[src/rtl/wb_stage_ext_pkg.sv]
// Shared encodings for the write-back stage: load-size codes and the stage state.
package wb_pkg;

    localparam logic [1:0] LS_BYTE = 2'b00;
    localparam logic [1:0] LS_HALF = 2'b01;
    localparam logic [1:0] LS_FULL = 2'b10;

    typedef enum logic [1:0] {
        WB_IDLE   = 2'd0,
        WB_WAIT   = 2'd1,
        WB_COMMIT = 2'd2
    } wb_state_e;

endpackage

[src/rtl/wb_stage_ext_if.sv]
// MEM->WB handoff, memory return data, register-file write port and forwarding tap.
interface wb_stage_ext_if #(
    parameter int DATA_WIDTH     = 32,
    parameter int REG_ADDR_WIDTH = 4
);
    logic                      in_valid;
    logic                      in_ready;
    logic                      flush;
    logic [DATA_WIDTH-1:0]     alu_result;
    logic                      mem_read_en;
    logic [1:0]                load_size;
    logic                      load_signed;
    logic                      wb_en;
    logic [REG_ADDR_WIDTH-1:0] dest;
    logic [DATA_WIDTH-1:0]     mem_data;
    logic                      mem_data_valid;
    logic                      stall;
    logic                      rf_write_en;
    logic [REG_ADDR_WIDTH-1:0] rf_write_addr;
    logic [DATA_WIDTH-1:0]     write_back_value;
    logic                      fwd_pending;
    logic [REG_ADDR_WIDTH-1:0] fwd_addr;

    modport slave (
        input  in_valid, flush, alu_result, mem_read_en, load_size, load_signed,
               wb_en, dest, mem_data, mem_data_valid,
        output in_ready, stall, rf_write_en, rf_write_addr, write_back_value,
               fwd_pending, fwd_addr
    );

    modport master (
        output in_valid, flush, alu_result, mem_read_en, load_size, load_signed,
               wb_en, dest, mem_data, mem_data_valid,
        input  in_ready, stall, rf_write_en, rf_write_addr, write_back_value,
               fwd_pending, fwd_addr
    );
endinterface

[src/rtl/wb_stage_ext_load_extract.sv]
// Combinational load-data lane extraction with zero/sign extension.
module load_extract
    import wb_pkg::*;
#(
    parameter int DATA_WIDTH = 32
) (
    input  logic [DATA_WIDTH-1:0]                 data,
    input  logic [$clog2(DATA_WIDTH/8)-1:0]       offset,
    input  logic [1:0]                            size,
    input  logic                                  sign_ext,
    output logic [DATA_WIDTH-1:0]                 result
);
    localparam int OFFSET_W = $clog2(DATA_WIDTH / 8);

    logic [OFFSET_W+2:0]     byte_pos;
    logic [OFFSET_W+2:0]     half_pos;
    logic [7:0]              byte_val;
    logic [15:0]             half_val;
    logic [2*DATA_WIDTH-1:0] doubled;
    logic [DATA_WIDTH-1:0]   rotated;

    // Halfword lanes ignore offset bit 0, so the lane bit position drops it.
    assign byte_pos = {offset, 3'b000};
    assign half_pos = {offset[OFFSET_W-1:1], 4'b0000};
    assign byte_val = 8'(data >> byte_pos);
    assign half_val = 16'(data >> half_pos);

    // Unaligned full-width loads rotate the word right by the byte offset.
    assign doubled  = {data, data};
    assign rotated  = DATA_WIDTH'(doubled >> byte_pos);

    always_comb begin
        result = rotated;
        case (size)
            LS_BYTE: result = {{(DATA_WIDTH-8){sign_ext & byte_val[7]}}, byte_val};
            LS_HALF: result = {{(DATA_WIDTH-16){sign_ext & half_val[15]}}, half_val};
            default: result = rotated;
        endcase
    end
endmodule

[src/rtl/wb_stage_ext.sv]
// Registered write-back stage: holds loads until data returns, then drives the
// register-file write port and exposes the pending destination for forwarding.
module wb_stage_ext
    import wb_pkg::*;
#(
    parameter int DATA_WIDTH     = 32,
    parameter int REG_ADDR_WIDTH = 4
) (
    input  logic          clk,
    input  logic          rst,
    wb_stage_ext_if.slave bus
);
    localparam int OFFSET_W = $clog2(DATA_WIDTH / 8);

    wb_state_e                 state_q, state_d;
    logic [1:0]                size_q, size_d;
    logic                      sign_q, sign_d;
    logic [OFFSET_W-1:0]       off_q, off_d;
    logic [REG_ADDR_WIDTH-1:0] dest_q, dest_d;
    logic                      wen_q, wen_d;
    logic [DATA_WIDTH-1:0]     result_q, result_d;

    logic                      in_wait;
    logic                      ready;
    logic                      accept;
    logic [1:0]                ext_size;
    logic                      ext_sign;
    logic [OFFSET_W-1:0]       ext_off;
    logic [DATA_WIDTH-1:0]     ext_data;

    assign in_wait = (state_q == WB_WAIT);
    assign ready   = ~in_wait & ~bus.flush;
    assign accept  = bus.in_valid & ready;

    // While waiting, extraction uses the captured load controls, not the live inputs.
    assign ext_size = in_wait ? size_q : bus.load_size;
    assign ext_sign = in_wait ? sign_q : bus.load_signed;
    assign ext_off  = in_wait ? off_q  : bus.alu_result[OFFSET_W-1:0];

    load_extract #(
        .DATA_WIDTH(DATA_WIDTH)
    ) u_extract (
        .data    (bus.mem_data),
        .offset  (ext_off),
        .size    (ext_size),
        .sign_ext(ext_sign),
        .result  (ext_data)
    );

    always_comb begin
        state_d  = state_q;
        size_d   = size_q;
        sign_d   = sign_q;
        off_d    = off_q;
        dest_d   = dest_q;
        wen_d    = wen_q;
        result_d = result_q;
        case (state_q)
            WB_WAIT: begin
                if (bus.flush) begin
                    state_d = WB_IDLE;
                end else if (bus.mem_data_valid) begin
                    state_d  = WB_COMMIT;
                    result_d = ext_data;
                end
            end
            default: begin
                if (accept) begin
                    size_d = bus.load_size;
                    sign_d = bus.load_signed;
                    off_d  = bus.alu_result[OFFSET_W-1:0];
                    dest_d = bus.dest;
                    wen_d  = bus.wb_en;
                    if (bus.mem_read_en && !bus.mem_data_valid) begin
                        state_d = WB_WAIT;
                    end else begin
                        state_d  = WB_COMMIT;
                        result_d = bus.mem_read_en ? ext_data : bus.alu_result;
                    end
                end else begin
                    state_d = WB_IDLE;
                end
            end
        endcase
    end

    always_ff @(posedge clk or negedge rst) begin
        if (!rst) begin
            state_q  <= WB_IDLE;
            size_q   <= LS_BYTE;
            sign_q   <= 1'b0;
            off_q    <= '0;
            dest_q   <= '0;
            wen_q    <= 1'b0;
            result_q <= '0;
        end else begin
            state_q  <= state_d;
            size_q   <= size_d;
            sign_q   <= sign_d;
            off_q    <= off_d;
            dest_q   <= dest_d;
            wen_q    <= wen_d;
            result_q <= result_d;
        end
    end

    assign bus.in_ready         = ready;
    assign bus.stall            = bus.in_valid & ~ready;
    // A flush during the commit cycle kills the write that is already on the port.
    assign bus.rf_write_en      = (state_q == WB_COMMIT) & wen_q & ~bus.flush;
    assign bus.rf_write_addr    = dest_q;
    assign bus.write_back_value = result_q;
    assign bus.fwd_pending      = in_wait;
    assign bus.fwd_addr         = in_wait ? dest_q : '0;
endmodule
[src/flat_wrapper.sv]
// flat-port wrapper written by rule: the top's interface ports become plain ports
module wb_stage_ext_flat import wb_pkg::*;
#(
    parameter int DATA_WIDTH     = 32,
    parameter int REG_ADDR_WIDTH = 4
)
  (clk, rst, bus_in_valid, bus_flush, bus_alu_result, bus_mem_read_en, bus_load_size, bus_load_signed, bus_wb_en, bus_dest, bus_mem_data, bus_mem_data_valid, bus_in_ready, bus_stall, bus_rf_write_en, bus_rf_write_addr, bus_write_back_value, bus_fwd_pending, bus_fwd_addr);
  wb_stage_ext_if #(.DATA_WIDTH(DATA_WIDTH), .REG_ADDR_WIDTH(REG_ADDR_WIDTH)) bus_i ();
  input  logic clk;
  input  logic rst;
  input wire logic [$bits(bus_i.in_valid)-1:0] bus_in_valid;
  input wire logic [$bits(bus_i.flush)-1:0] bus_flush;
  input wire logic [$bits(bus_i.alu_result)-1:0] bus_alu_result;
  input wire logic [$bits(bus_i.mem_read_en)-1:0] bus_mem_read_en;
  input wire logic [$bits(bus_i.load_size)-1:0] bus_load_size;
  input wire logic [$bits(bus_i.load_signed)-1:0] bus_load_signed;
  input wire logic [$bits(bus_i.wb_en)-1:0] bus_wb_en;
  input wire logic [$bits(bus_i.dest)-1:0] bus_dest;
  input wire logic [$bits(bus_i.mem_data)-1:0] bus_mem_data;
  input wire logic [$bits(bus_i.mem_data_valid)-1:0] bus_mem_data_valid;
  output wire logic [$bits(bus_i.in_ready)-1:0] bus_in_ready;
  output wire logic [$bits(bus_i.stall)-1:0] bus_stall;
  output wire logic [$bits(bus_i.rf_write_en)-1:0] bus_rf_write_en;
  output wire logic [$bits(bus_i.rf_write_addr)-1:0] bus_rf_write_addr;
  output wire logic [$bits(bus_i.write_back_value)-1:0] bus_write_back_value;
  output wire logic [$bits(bus_i.fwd_pending)-1:0] bus_fwd_pending;
  output wire logic [$bits(bus_i.fwd_addr)-1:0] bus_fwd_addr;
  assign bus_i.in_valid = bus_in_valid;
  assign bus_i.flush = bus_flush;
  assign bus_i.alu_result = bus_alu_result;
  assign bus_i.mem_read_en = bus_mem_read_en;
  assign bus_i.load_size = bus_load_size;
  assign bus_i.load_signed = bus_load_signed;
  assign bus_i.wb_en = bus_wb_en;
  assign bus_i.dest = bus_dest;
  assign bus_i.mem_data = bus_mem_data;
  assign bus_i.mem_data_valid = bus_mem_data_valid;
  assign bus_in_ready = bus_i.in_ready;
  assign bus_stall = bus_i.stall;
  assign bus_rf_write_en = bus_i.rf_write_en;
  assign bus_rf_write_addr = bus_i.rf_write_addr;
  assign bus_write_back_value = bus_i.write_back_value;
  assign bus_fwd_pending = bus_i.fwd_pending;
  assign bus_fwd_addr = bus_i.fwd_addr;
  wb_stage_ext #(.DATA_WIDTH(DATA_WIDTH), .REG_ADDR_WIDTH(REG_ADDR_WIDTH)) u_core (.clk(clk), .rst(rst), .bus(bus_i));
endmodule
[config.mk]
export PLATFORM = sky130hd
export DESIGN_NAME = wb_stage_ext_flat
export DESIGN_NICKNAME = d
export VERILOG_FILES = /design/src/rtl/wb_stage_ext_pkg.sv /design/src/rtl/wb_stage_ext_if.sv /design/src/rtl/wb_stage_ext_load_extract.sv /design/src/rtl/wb_stage_ext.sv /design/src/flat_wrapper.sv
export SDC_FILE = /design/constraint.sdc
export NUM_CORES = 1
export LEC_CHECK = 0
export ABC_AREA = 1
export CAP_MARGIN = 0
export CORE_UTILIZATION = 40
export CTS_BUF_LIST = sky130_fd_sc_hd__clkbuf_4 sky130_fd_sc_hd__clkbuf_8 sky130_fd_sc_hd__clkbuf_16
export DETAILED_ROUTE_END_ITERATION = 10
export GPL_TIMING_DRIVEN = 0
export PLACE_DENSITY = 0.71
export SKIP_LAST_GASP = 1
export SYNTH_ARGS = -nofsm -noshare
export SYNTH_HDL_FRONTEND = slang
export SYNTH_SLANG_ARGS = --single-unit
[constraint.sdc]
create_clock -name clk -period 3.5 [get_ports clk]
set_clock_uncertainty 0.05 [all_clocks]
set_input_delay 0.35 -clock clk [delete_from_list [all_inputs] [get_ports clk]]
set_output_delay 0.35 -clock clk [all_outputs]
set_load 0.01 [all_outputs]
==> impl_metrics.csv, run 1 <==
group,metric,value,unit
timing,final_hold_slack,433,ps
route,antenna_violating_nets_remaining,0,
cts,clock-sinks,44,
run,cap_violations,0,
yosys,postSynthRegisterBits,44,
yosys,netlist_instances,573,
pwr,power.static_leakage,2.48,nW
die,core,0.00876,mm²
finish,antenna_cells_inserted,0,
route,drc_errors,0,
finish,drive_gt1_share,10.7,%
finish,layout_fillers,870,
timing,fmax,425,MHz
die,floorplan.initialDensity,41.6,%
critical_path,data_arrival_time_of_the_critical_path,2500,ps
route,drt-pass1-iter-count,5,
critical_path,worstSetupStartpointType,"register",
route,detail_route.iter0.violations,387,
cts,clock_latency,300,ps
die,dieArea,0.00951,mm²
route,mean_number_of_vias_per_cell,5.39,
cts,cts_htree_levels,2,
timing,worst_slew_pin_slew,619,ps
cts,ctsLongestPathBuffers,2,
global_routing,grt_overflow,0,
critical_path,timing.setup.critical_path_class,"register to register",
critical_path,critical_path.endpoint_type,"register",
yosys,synth-edff-count,0,
placed_design,io_buffers,121,
pwr,vdd_ir_drop_max,0.000201,V
yosys,synth-warning-count,0,
yosys,post_synth_num_cell_types,34,
worst_hold_path,worstHoldPathType,"register to register",
timing,grt_setup_unrepaired,"no",
yosys,postSynthNetCount,651,
yosys,netlist_area,0.00365,mm²
timing,fin_setup_tns,0,ps
status,run_status,"finished clean",
yosys,synth.yosys.seq_area_share,30.2,%
route,detail_route.wl_per_cell,17.0,µm
global_routing,antenna_violations_before_repair,0,
global_routing,via_count_of_the_first_global_routing_pass,4285,
cts,numCtsBuffers,5,
cts,clkTransAtPathRegs,90,ps
finish,finish.net_count,781,
die,row_count,34,
global_routing,grt_pass1_wl,22400,µm
timing,timing_hold_violations_final,0,
timing,setup_violations,0,
yosys,synth.top_cell.area_share,30.2,%
cts,clk_tree_root_cell,"clkbuf_8",
yosys,post_synthesis_mean_instance_area,6.37,µm²
die,io_pins,122,
global_routing,grt_start_max_net_pins,33,
timing,finalCritPeriodShare,67.2,%
die,die_width,97.5,µm
die,chipHeight,97.5,µm
finish,syn_to_final_growth,40.9,%
route,wl,13800,µm
cts,cts_tree,"done",
route,via_count,4378,
timing,timing.final.max_slew_violations,0,
critical_path,path_max_fanout,10,
yosys,yosys_most_used_dff,"dfrtp_1",
global_routing,grt_util_all_layers,29.3,%
yosys,post_synth_top_area_cell,"dfrtp_1",
timing,finalWorstPathRequiredPeriod,2350,ps
yosys,post-synth-top-count-cell,"nand2_1",
placed_design,globalplace.congestion,0.957,
placed_design,hpwlAfterDp,10600,µm
timing,slew_headroom,58.8,%
critical_path,cp_data_required_time,3650,ps
yosys,post_synth_main_area_contributors,"dfrtp_1, nand2_1, nand3_1, nor2_1, o21ai_2",
yosys,netlist_top_cells_count,"nand2_1, nand3_1, nor2_1",
yosys,synth-async-reset-ratio,100,%
pwr,powerDensity,376,mW/mm²
-- path summary, 6_finish.rpt --
kind | slack (ps) | depth (start not counted) | end | start
hold reg to reg | 430 | 2 | u_core.bus.write_back_value[20] | u_core.bus.write_back_value[20]
setup / recovery | 1150 | 10 | u_core.bus.write_back_value[18] | u_core.state_q[0]
hold / removal | 430 | 2 | u_core.bus.write_back_value[20] | u_core.bus.write_back_value[20]
max in group asynchronous | 2450 | 3 | u_core.bus.rf_write_addr[0] | rst
setup reg to reg | 1150 | 10 | u_core.bus.write_back_value[18] | u_core.state_q[0]
min in group asynchronous | 450 | 2 | u_core.bus.write_back_value[20] | rst
-- timing repair --
item / 4_1_cts / 5_1_grt
endpoints found under the hold margin: 12 / 0
endpoints found under the setup margin: 0 / 0
resized for setup: 0 / 0
setup buffers: 0 / 0
hold buffers: 1 / 0
-- through the flow --
stage	setup slack, ps	instance area (µm²)	cells	util (%)	power (W)
6_report	1150	5140	812	58.7	0.00193
5_1_grt	1030	5140	812	58.7	0.00205
4_1_cts	1180	5140	812	58.7	0.00194
3_5_place_dp	1110	5010	803	57.2	0.00150
3_3_place_gp	728	4990	802	57.0	0.00149
2_1_floorplan	1770	3650	573	-	0.00108
-- layout by cell type (no fill, tap or decap), types with 9 or more instances in the layout --
cell / n
nand2_1: 207
nand3_1: 125
o21ai_1: 9
buf_2: 14
clkdlybuf4s50_1: 120
a21oi_1: 18
o21ai_2: 11
dfrtp_1: 44
inv_1: 16
nor2_1: 68
-- where the power goes --
group | total (W) | internal, W | switching [W] | leakage (nW)
registers | 0.000668 | 0.000609 | 0.0000587 | 0.540
clock network | 0.000432 | 0.000234 | 0.000198 | 0.0614
logic | 0.000832 | 0.000401 | 0.000431 | 1.88
-- logic make-up (layout without fill, tap and decap cells) --
group	count (synthesis)	in the layout	share of synthesized area (%)
AO/OA/AOI/OAI	48	48	8.30
buffers and inverters	55	186	8.92
flip-flops	44	44	30.2
multiplexers	2	2	0.617
AND/OR/NAND/NOR	424	424	52.0
-- registers in the layout (all words and copies together) (netlist names) --
| signal | count |
|---|---|
| u_core.bus.write_back_value | 32 |
| u_core.wen_q | 1 |
| u_core.size_q | 2 |
| u_core.bus.rf_write_addr | 4 |
| u_core.sign_q | 1 |
| u_core.state_q | 2 |
| u_core.off_q | 2 |
-- layout make-up --
type                       count  area [µm²]  area share [%]
sequential                    44        1100            21.4
clock inverter                 2        38.8           0.754
clock buffer                   6        82.6            1.61
timing repair buffer         123        1240            24.0
multi-input combinational    474        2220            43.2
tap                          108         135            2.63
inverter                      20        77.6            1.51
buffer                        35         248            4.82
-- routing by layer --
layer / GRT usage (%) / vias to the layer above / wire length, µm
li1: - / 2130 / -
met1: 37.5 / 2010 / 5900
met2: 51.2 / 226 / 6650
met3: 5.18 / 12 / 1050
met4: 7.01 / 0 / 187
met5: 0 / - / 0
-- critical path, cell delays in order, from the launching register on --
cell and delay, ps:
dfrtp_1 350, buf_6 150, inv_2 70, nor2_8 190, nor2_2 160, inv_1 100
buf_2 210, buf_1 510, nand2_1 230, o21ai_2 160, nand2_1 60
Power figures use the tool's default switching activity.
==> run 2, diff against run 1 <==
--- a/config.mk
+++ b/config.mk
@@ -11,7 +11,7 @@
 export CTS_BUF_LIST = sky130_fd_sc_hd__clkbuf_4 sky130_fd_sc_hd__clkbuf_8 sky130_fd_sc_hd__clkbuf_16
 export DETAILED_ROUTE_END_ITERATION = 10
 export GPL_TIMING_DRIVEN = 0
-export PLACE_DENSITY = 0.71
+export PLACE_DENSITY = 0.74
 export SKIP_LAST_GASP = 1
 export SYNTH_ARGS = -nofsm -noshare
 export SYNTH_HDL_FRONTEND = slang
==> constraint.sdc (replaced) <==
create_clock -name clk -period 2 [get_ports clk]
set_clock_uncertainty 0.05 [all_clocks]
set_input_delay 0.2 -clock clk [delete_from_list [all_inputs] [get_ports clk]]
set_output_delay 0.2 -clock clk [all_outputs]
set_load 0.01 [all_outputs]
==> impl_metrics.csv, run 2 (synthesized netlist as in run 1, its figures left out) <==
group,metric,value,unit
timing,finalCritPeriodShare,97.3,%
timing,timing_hold_violations_final,0,
global_routing,grt_pass1_wl,21900,µm
finish,mostFrequentLayoutCell,"nand2_1",
global_routing,grt_util_all_layers,28.9,%
critical_path,delay_of_the_slowest_cell_on_the_worst_path,560,ps
pwr,power.static_leakage,2.60,nW
route,antenna_violating_nets_remaining,0,
cts,cts_tree,"done",
die,io_pins,122,
critical_path,cp_cell_sequence,"buf_6 -> inv_2 -> nor2_8 -> nor2_4 -> clkdlybuf4s50_1",
global_routing,grt_start_max_net_pins,36,
placed_design,globalplace.congestion,0.991,
timing,finalWorstPathRequiredPeriod,1950,ps
die,dieArea,0.00951,mm²
global_routing,antenna_violations_before_repair,0,
route,detail_route.wl_per_cell,16.7,µm
die,core,0.00876,mm²
finish,syn_to_final_growth,45.2,%
critical_path,worstSetupStartpointType,"register",
timing,fmax,514,MHz
placed_design,hpwlAfterDp,10400,µm
run,cap_violations,0,
critical_path,worstRegToRegCells,11,
timing,slew_headroom,62.4,%
cts,clock_latency,300,ps
critical_path,path_max_fanout,8,
finish,finish.net_count,797,
status,run_status,"finished clean",
cts,numCtsBuffers,5,
cts,ctsLongestPathBuffers,2,
cts,clkTransAtPathRegs,80,ps
critical_path,timing.critical_path.max_delay_family,"buffers and inverters",
critical_path,cp_buf_inv_count,3,
critical_path,timing.setup.critical_path_class,"register to primary output",
finish,most-common-layout-cells,"nand2_1, nand3_1, clkdlybuf4s50_1, nor2_1, dfrtp_1",
cts,clk_tree_root_cell,"clkbuf_8",
placed_design,place_worst_setup_slack,-320,ps
route,wl,13800,µm
worst_hold_path,worstHoldPathType,"input port to async pin",
pwr,powerDensity,613,mW/mm²
timing,grt_setup_unrepaired,"yes",
route,drt-pass1-iter-count,5,
route,mean_number_of_vias_per_cell,5.41,
global_routing,via_count_of_the_first_global_routing_pass,4208,
timing,worst_slew_pin_slew,564,ps
placed_design,placedCellCount,803,
route,drc_errors,0,
placed_design,io_buffers,121,
timing,postLayoutSetupSlackWorst,54.2,ps
cts,cts_htree_levels,2,
cts,clock-sinks,44,
route,detail_route.iter0.violations,283,
timing,setup_violations,0,
critical_path,cp_data_required_time,1750,ps
die,chipHeight,97.5,µm
timing,final_hold_slack,273,ps
die,row_count,34,
die,floorplan.initialDensity,41.6,%
critical_path,critical_path.endpoint_type,"primary output",
finish,instances_no_fill,827,
critical_path,worstSetupPathDepth,5,
critical_path,data_arrival_time_of_the_critical_path,1700,ps
pwr,vdd_ir_drop_max,0.000342,V
finish,antenna_cells_inserted,0,
finish,largest_reg_flops,32,
global_routing,grt_overflow,0,
critical_path,slowest_cell_on_the_critical_path,"clkdlybuf4s50_1",
route,via_count,4474,
finish,drive_gt1_share,14.2,%
die,die_width,97.5,µm
timing,timing.final.max_slew_violations,0,
-- run 2: cell type report --
type / count / area (µm²)
inverters: 20 / 81.3
plain buffers: 35 / 283
repair buffers: 139 / 1350
clock inverters: 1 / 5.00
clock buffers: 6 / 76.3
fillers: 879 / 3470
flip-flops and latches: 44 / 1100
well taps: 108 / 135
multi-input cells: 474 / 2260
-- run 2: worst register-to-register path, cell delays in order (launching register included) --
cell and delay [ps]:
dfrtp_2 480, clkinv_4 110, nand2_8 70, buf_12 150, nand2_4 70, nand2_4 60
buf_8 130, or2_2 260, o211ai_1 90, nand3_1 180, nand2_1 120, nand2_1 50
-- run 2: final timing paths --
kind                                                 start                               to  slack (ps)
max in group asynchronous                              rst                u_core.state_q[1]        1120
hold / removal                                         rst                  u_core.off_q[0]         270
min in group clk                               bus_dest[3]      u_core.bus.rf_write_addr[3]         410
setup / recovery                         u_core.state_q[0]                     bus_in_ready          50
hold reg to reg            u_core.bus.write_back_value[22]  u_core.bus.write_back_value[22]         440
setup reg to reg                         u_core.state_q[1]   u_core.bus.write_back_value[7]          80
-- run 2: layer usage --
metal,wire [µm],track usage (%),part of all wire (%)
met5,0,0,0
met4,323,7.35,2.3
met3,1060,5.61,7.7
met2,6580,49.9,48
met1,5870,36.9,42
-- run 2: where the power goes --
group	total [W]	internal, W	switching [W]
logic	0.00151	0.000737	0.000769
registers	0.00117	0.00107	0.000106
clock network	0.000568	0.000252	0.000316
-- run 2: metrics by stage --
step	util (%)	area [µm²]	power (W)	setup TNS (ps)
floorplan	-	3650	0.00189	0
global placement	57.0	4990	0.00261	-31050
detailed placement	57.2	5010	0.00263	-3710
CTS	58.5	5120	0.00320	-19.1
global route	60.4	5300	0.00344	-212
finish	60.4	5300	0.00325	0
-- run 2: repair_timing --
item                                    4_1_cts  5_1_grt
buffers inserted                              1       14
pin swaps                                     0        6
hold endpoints to repair                      9        0
endpoints found under the setup margin       35       33
gates resized for setup                      14       22
hold buffers                                  1        0
gates cloned                                  0        1
==> run 3, diff against run 2 <==
--- a/config.mk
+++ b/config.mk
@@ -7,11 +7,11 @@
 export LEC_CHECK = 0
 export ABC_AREA = 1
 export CAP_MARGIN = 0
-export CORE_UTILIZATION = 40
+export CORE_UTILIZATION = 42
 export CTS_BUF_LIST = sky130_fd_sc_hd__clkbuf_4 sky130_fd_sc_hd__clkbuf_8 sky130_fd_sc_hd__clkbuf_16
 export DETAILED_ROUTE_END_ITERATION = 10
-export GPL_TIMING_DRIVEN = 0
-export PLACE_DENSITY = 0.74
+export GPL_TIMING_DRIVEN = 1
+export PLACE_DENSITY = 0.77
 export SKIP_LAST_GASP = 1
 export SYNTH_ARGS = -nofsm -noshare
 export SYNTH_HDL_FRONTEND = slang
==> impl_metrics.csv, run 3 (synthesized netlist as in run 1, its figures left out) <==
group,metric,value,unit
finish,largest_reg_flops,32,
status,run_status,"finished clean",
timing,finalCritPeriodShare,96.8,%
timing,timing_hold_violations_final,0,
timing,fmax,516,MHz
route,drt-pass1-iter-count,5,
timing,grt_setup_unrepaired,"no",
timing,fin_setup_tns,0,ps
pwr,power.static_leakage,2.50,nW
critical_path,data_arrival_time_of_the_critical_path,1690,ps
finish,most-common-layout-cells,"nand2_1, nand3_1, clkdlybuf4s50_1, nor2_1, dfrtp_1",
critical_path,critical_path.endpoint_type,"primary output",
cts,clock_latency,300,ps
critical_path,reg2reg_slack,140,ps
finish,mostFrequentLayoutCell,"nand2_1",
placed_design,globalplace.congestion,0.914,
route,detail_route.wl_per_cell,14.7,µm
pwr,powerDensity,647,mW/mm²
die,chipHeight,95.2,µm
global_routing,antenna_violations_before_repair,0,
finish,finish.net_count,767,
route,mean_number_of_vias_per_cell,5.41,
global_routing,globalRouteMet3Util,4.86,%
die,core,0.00830,mm²
critical_path,delay_of_the_slowest_cell_on_the_worst_path,550,ps
global_routing,grt_use_met2,44.4,%
cts,cts_htree_levels,2,
die,row_count,33,
timing,worst_slew_pin_slew,564,ps
timing,final_hold_slack,421,ps
critical_path,worstSetupStartpointType,"register",
cts,cts_tree,"done",
die,die_width,95.2,µm
route,detail_route.iter0.violations,388,
timing,slew_headroom,62.4,%
cts,clkTransAtPathRegs,90,ps
route,antenna_violating_nets_remaining,0,
pwr,vdd_ir_drop_max,0.000341,V
global_routing,grt_overflow,0,
cts,clk_tree_root_cell,"clkbuf_8",
finish,syn_to_final_growth,40.7,%
run,cap_violations,0,
critical_path,cp_data_required_time,1750,ps
placed_design,hpwlAfterDp,8720,µm
global_routing,via_count_of_the_first_global_routing_pass,3932,
route,drc_errors,0,
timing,setup_violations,0,
critical_path,path_max_fanout,14,
die,floorplan.initialDensity,44.0,%
die,dieArea,0.00906,mm²
critical_path,cp_cell_sequence,"inv_4 -> nand2_8 -> nor2_1 -> clkdlybuf4s50_1",
cts,numCtsBuffers,5,
global_routing,most_used_layer_global_route,"met2",
global_routing,grt_util_all_layers,25.9,%
timing,finalWorstPathRequiredPeriod,1940,ps
route,wl,11600,µm
cts,clock-sinks,44,
critical_path,timing.setup.critical_path_class,"register to primary output",
global_routing,grt_start_max_net_pins,58,
placed_design,io_buffers,121,
worst_hold_path,worstHoldPathType,"input port to register",
critical_path,slowest_cell_on_the_critical_path,"clkdlybuf4s50_1",
finish,drive_gt1_share,10.3,%
timing,timing.final.max_slew_violations,0,
global_routing,grt_pass1_wl,18300,µm
route,via_count,4298,
global_routing,global_route.usage.met1,32.3,%
die,io_pins,122,
cts,ctsLongestPathBuffers,2,
finish,antenna_cells_inserted,0,
## run 3: area by class of cell
cell class,instances,area [µm²]
Clock inverter,2,38.8
Tap cell,105,131
Timing Repair Buffer,144,1470
Sequential cell,44,1100
Inverter,20,77.6
Multi-Input combinational cell,474,2230
Fill cell,772,3170
Clock buffer,6,82.6
## run 3: final timing paths
kind / startpoint / to / depth (start not counted)
worst max register to register: u_core.state_q[0] / u_core.bus.write_back_value[31] / 9
worst min-delay path: bus_dest[1] / u_core.bus.rf_write_addr[1] / 3
max in group asynchronous: rst / u_core.state_q[1] / 3
min in group asynchronous: rst / u_core.bus.write_back_value[6] / 3
worst max-delay path: u_core.state_q[1] / bus_fwd_addr[3] / 4
worst min register to register: u_core.bus.write_back_value[30] / u_core.bus.write_back_value[30] / 2
## run 3: where the power goes
part | internal, W | total, W | switching, W | leakage, nW
combinational | 0.000704 | 0.00142 | 0.000714 | 1.90
clock | 0.000409 | 0.000728 | 0.000319 | 0.0614
sequential | 0.00107 | 0.00118 | 0.000111 | 0.537
total | 0.00218 | 0.00332 | 0.00114 | 2.50
## run 3: worst max-delay path, delay by kind of cell, from the launching register on
family | cells | cell delay [ps]
buf+inv | 2 | 680
flops | 1 | 470
simple gates | 2 | 240
## run 3: timing repair
item	CTS	global route
setup endpoints to repair	2	29
hold endpoints to repair	44	0
hold buffers	1	0
resized for setup	1	6
setup buffers	0	1
## run 3: per-layer routing
layer / share of wire (%) / up-vias
met5: 0 / -
met4: 3.1 / 0
met3: 9.3 / 41
met2: 48 / 248
met1: 40 / 1911
li1: - / 2098
## run 3: per-stage QoR
step / utilization (%) / instance area, µm² / worst slack, ps / cells / total power [W]
2_1_floorplan: - / 3650 / 275 / 573 / 0.00189
3_3_place_gp: 59.7 / 4960 / 124 / 785 / 0.00257
3_5_place_dp: 59.7 / 4960 / 87.7 / 785 / 0.00260
4_1_cts: 61.3 / 5090 / 19.3 / 794 / 0.00334
5_1_grt: 61.9 / 5130 / 6.87 / 795 / 0.00354
6_report: 61.9 / 5130 / 63.6 / 795 / 0.00332
